$ cat src/rtl/counter_mod_nbit.sv
`default_nettype none
// ============================================================================
// counter_mod_nbit : WIDTH-bit up/down counter with sync load (clamped to LIMIT),
//                    combinational terminal carry/borrow and sticky ovf flag.
// Optional feature  : `COUNTER_SATURATE_EN (hold at boundary instead of wrap).
// Revision          : 1.0 - initial release
// ============================================================================
module counter_mod_nbit #(
    parameter int unsigned WIDTH   = 3,
    parameter int unsigned LIMIT   = (2**WIDTH) - 1,
    parameter int unsigned RST_VAL = 0
) (
    input  logic             clk,
    input  logic             rst,
    input  logic             en,
    input  logic             load,
    input  logic             up,
    input  logic [WIDTH-1:0] in,
    input  logic             clr_ovf,
    output logic [WIDTH-1:0] count,
    output logic             co,
    output logic             ovf
);
    localparam logic [WIDTH-1:0] LIM     = WIDTH'(LIMIT);
    localparam logic [WIDTH-1:0] RST_CNT = WIDTH'(RST_VAL);

    logic             at_top;
    logic             at_zero;
    logic             term;
    logic [WIDTH-1:0] load_val;
    logic [WIDTH-1:0] wrap_val;
    logic [WIDTH-1:0] count_nxt;

    assign at_top   = (count == LIM);
    assign at_zero  = (count == '0);
    assign term     = up ? at_top : at_zero;
    // Combinational so a chained stage sees its enable in the same cycle.
    assign co       = en & ~load & term;
    assign load_val = (in > LIM) ? LIM : in;

`ifdef COUNTER_SATURATE_EN
    assign wrap_val = count;
`else
    assign wrap_val = up ? '0 : LIM;
`endif

    always_comb begin
        count_nxt = count;
        if (load) begin
            count_nxt = load_val;
        end else if (en) begin
            if (term) begin
                count_nxt = wrap_val;
            end else if (up) begin
                count_nxt = count + 1'b1;
            end else begin
                count_nxt = count - 1'b1;
            end
        end
    end

    // Set beats clear so a boundary event coinciding with clr_ovf is kept.
    always_ff @(posedge clk or negedge rst) begin
        if (!rst) begin
            count <= RST_CNT;
            ovf   <= 1'b0;
        end else begin
            count <= count_nxt;
            if (co) begin
                ovf <= 1'b1;
            end else if (clr_ovf) begin
                ovf <= 1'b0;
            end
        end
    end

endmodule
`default_nettype wire

$ cat config.mk
export PLATFORM = sky130hd
export DESIGN_NAME = counter_mod_nbit
export DESIGN_NICKNAME = d
export VERILOG_FILES = /design/src/rtl/counter_mod_nbit.sv
export SDC_FILE = /design/constraint.sdc
export NUM_CORES = 1
export LEC_CHECK = 0
export CAP_MARGIN = 20
export CORE_AREA = 4 4 41 43
export DETAILED_ROUTE_END_ITERATION = 7
export DIE_AREA = 0 0 45 47
export GPL_ROUTABILITY_DRIVEN = 1
export GPL_TIMING_DRIVEN = 0
export PLACE_DENSITY = 0.59
export SYNTH_ARGS = -nofsm -noshare
export SYNTH_HDL_FRONTEND = slang
export SYNTH_SLANG_ARGS = --single-unit
$ cat constraint.sdc
create_clock -name clk -period 1.6 [get_ports clk]
set_input_delay 0.32 -clock clk [delete_from_list [all_inputs] [get_ports clk]]
set_output_delay 0.32 -clock clk [all_outputs]
set_load 0.05 [all_outputs]
# After elaboration in Yosys (flattened, before gate mapping)
# Cells that the tools add are included.
# totals
input_bits,9
regBits,4
# classes
n_lt_le_gt_ge,1
reduce_logical,3
muxes,9
bitwise,3
eq_ne,1
add_sub_neg,2
# op_table
op,count
$mux 3,6
$reduce_bool 2->1,2
$add 3x1->3 const B,1
$eq 3x3->1 const B,1
$gt 3x3->1 const B,1
$logic_not 3->1,1
$mux 1,3
$sub 3x1->3 const B,1
$and 1x1->1,2
$not 1->1,1

# Longest topological paths before layout
# logic_depth
ltp_word,5
depth_mapped,6

# Worst setup path after synthesis
# OpenSTA, ideal clock, no wires.
# synth_timing
path_type,reg2out
from,reg count[0]
to,out co
setup_slack_ns,-0.496
arrival_time_ns,1.776
path_stages_with_launch,5
path_cell_list,dfrtp_1 > nand3_1 > nor2_1 > a21oi_1 > nor2_1
# synth_between
elab_chain_cells,3
word_cells_on_any_way,4
classes_between,1 x eq/ne; 1 x mux; 1 x bitwise; 1 x reduce/logical
# synth_rtl
item,line_no,source
start: declaration,20,"output logic [WIDTH-1:0] count,"
start signal: assignment,68,count <= count_nxt;
$eq 3x3->1 or $logic_not 3->1 (tied branches),"34, 35",
$mux 1 *,36,assign term = up ? at_top : at_zero;
$and 1x1->1 *,38,assign co = en & ~load & term;
end: declaration,21,"output logic co,"
# Every way passes the cells marked *; elsewhere a longest branch is shown, timed or not.

# Worst setup path after layout
# layout_timing
from,in en
to,out co
# layout_between
elab_chain_cells,2
# layout_rtl
item,line_no,source
start: declaration,15,"input logic en,"
$and 1x1->1 (2 in a row),38,
# Every way passes these cells.

==> results.cfg <==
[cells_and_area]
area_growth_pct = 72.6
multi_input_area_sq_um = 189
regArea_sq_um = 104
final_area_sq_um = 488
n_fill_cell = 155
num_antenna_cells = 0
fin_cells = 67
nets = 63
fin_util = 0.375
drive_gt1_frac = 0.346

[worst_setup_path]
crit_chain = clkdlybuf4s50_1, nand2b_4, nor2_4, buf_4
crit_arrival_ns = 1.29
critPathTopFamily = buffers and inverters
start_kind = input pin
path_max_fanout = 4
cp.required_ns = 1.28
critical_path.slowest_cell = clkdlybuf4s50_1
worst_setup_path_end_kind = output pin
slowest_delay_ns = 0.58
path_class = in2out
path_buf_inv = 2

[global_route]
grt_max_degree = 8
grt_antenna_before_repair = 0
grt_pass1_wl_mm = 1.10
grt_usage = 0.0714
grt-ovfl-total = 0
grt_pass1_vias = 271

[yosys]
netlist_area_sq_um = 283
syn_nets = 42
synth.area.mux_share = 0
synthArstFlopShare = 1.00
yosys.area.top_type = dfrtp_1
synth_fa_ha_area_frac = 0.0708
synth-seq-cells = 4
synth_edf_count = 0
synth_xor_area_frac = 0.0619
yosysSeqAreaShare = 0.354
netlist_top_cells_count = dfrtp_1 (4), inv_1 (4), a21oi_1 (3), nand2_1 (3), nor2_1 (3)
postSynth.topFlopCell = dfrtp_1
yosys.area_share.simple = 0.221
syn_avg_cell_area_sq_um = 8.84
syn-instance-count = 32
ys_types = 19
yosysWarnings = 0
netlist.area_leader.share = 0.354
synth_compound_area_frac = 0.239
synth_top_family_by_area = compound AO/OA/AOI/OAI gates
synth_area_leaders = dfrtp_1 (35%), fa_1 (7.1%), o41ai_2 (5.8%)

[detailed_routing]
via_per_inst = 4.61
wirelength_met1_um = 292
vias = 309
post_drt_wl_per_cell_um = 10.3
drt_iter0_drc = 7
ant_nets = 0
drc = 0
top_layer = met3
wirelength_um = 693
wl_met2_um = 337
met3WireLength_um = 63
drt-pass1-iter-count = 3

[clock_network]
cts_tree = built
h-tree-depth = 1
clockRootBuffer = clkbuf_4
clock_latency_ns = 0.23
cts_hold_buffers = 0
clk_pin_slew_ns = 0.04
clockBufferDepth = 2
cts_sinks = 4
numCtsBuffers = 3

[timing]
max_slew_margin = 0.678
max_freq_ghz = 0.619
skew_ns = 0.00405
period_share = 1.01
hold_viol_final = 0
period_needed_ns = 1.61
setup_violations = 1
whs_ns = 0.286
setup_slack_ns = -0.0149
maxSlewViolCount = 0
rsz0062_at_grt = true
fin_tns_setup_ns = -0.0149
worst_pin_slew_ns = 0.486

[pwr]
total_leakage_power_nw = 0.215
vdd_ir_drop_max_uv = 405
powerDensity_nw_per_um2 = 934

[floorplan]
die_w_um = 45
start_util = 0.217
dieArea_sq_um = 2120
num_rows = 13
coreArea_sq_um = 1300
die_y_um = 47
io_pins = 14

[outcome]
status = complete, but fails checks
violations = negative setup slack

[placement]
gp_congestion = 0.732
dp.cells = 60
dpl_cell_area_sq_um = 443
io_buffer_count = 13
dpl.hpwl_um = 517

[flow_run]
drv_cap = 0

[min_path]
worstHoldPathType = in2async
[routing by layer]
metal  vias to the layer above  track usage
met5                         -            0
met4                         0       0.0351
met3                         0       0.0230
met2                        12        0.107
met1                       141       0.0920
li1                        156            -
[path summary, 6_finish.rpt]
| kind | startpoint | to | slack [ns] | cells past startpoint |
|---|---|---|---|---|
| max in group asynchronous | rst | count[1] | 1.13 | 1 |
| setup / recovery | en | co | -0.01 | 4 |
| setup reg to reg | count[0] | count[1] | 0.11 | 4 |
| hold / removal | rst | count[0] | 0.29 | 1 |
| hold reg to reg | ovf | ovf | 0.52 | 2 |
| min in group clk | ovf | ovf | 0.52 | 2 |
[through the flow]
step,setup WS (ns),total power (W)
2_1_floorplan,0.0160,0.000250
3_3_place_gp,-0.934,0.000317
4_1_cts,-0.0435,0.000453
6_report,-0.0149,0.000456
5_1_grt,-0.0935,0.000489
3_5_place_dp,-0.947,0.000318
[state kept, by name, summed over array words and instances (netlist names)]
name and flops:
count 3, ovf 1
[logic make-up (layout without fill, tap and decap cells)]
| logic type | Yosys count | in the layout |
|---|---|---|
| AO/OA/AOI/OAI | 9 | 9 |
| buffers and inverters | 4 | 24 |
| XOR/XNOR | 2 | 2 |
| AND/OR/NAND/NOR | 12 | 12 |
| flip-flops | 4 | 4 |
| adder cells (fa/ha/maj) | 1 | 1 |
[cell usage in the layout, fill, tap and decap left out, drive strengths merged]
cell type	Yosys	final
nand2	3	3
a21oi	3	3
clkbuf	0	6
o22ai	1	1
xnor2	1	1
nor3b	1	1
dfrtp	4	4
nand3	2	2
a211o	1	1
o21ai	1	1
nor2	3	3
fa	1	1
o41ai	1	1
nor3	1	1
clkdlybuf4s50	0	6
xor2	1	1
dlygate4sd2	0	4
buf	0	4
o311ai	1	1
nor4	1	1
nand2b	1	1
a22oi	1	1
inv	4	4
[cell type report]
cell class	instances	area share
Clock buffer	4	0.0538
Inverter	4	0.0308
Multi-Input combinational cell	24	0.387
Sequential cell	4	0.213
Tap cell	15	0.0385
Timing Repair Buffer	16	0.277
[power breakdown]
group / switching, W / internal [W] / total, W
Combinational: 0.000110 / 0.0000747 / 0.000185
Clock: 0.0000436 / 0.0000937 / 0.000137
Sequential: 0.0000173 / 0.000116 / 0.000134
[what timing repair did]
action                     4_1_cts  5_1_grt
pin swaps                        0        1
resized for setup               17        3
setup buffers                    0        3
setup endpoints to repair        7        3
Power figures use the tool's default switching activity.
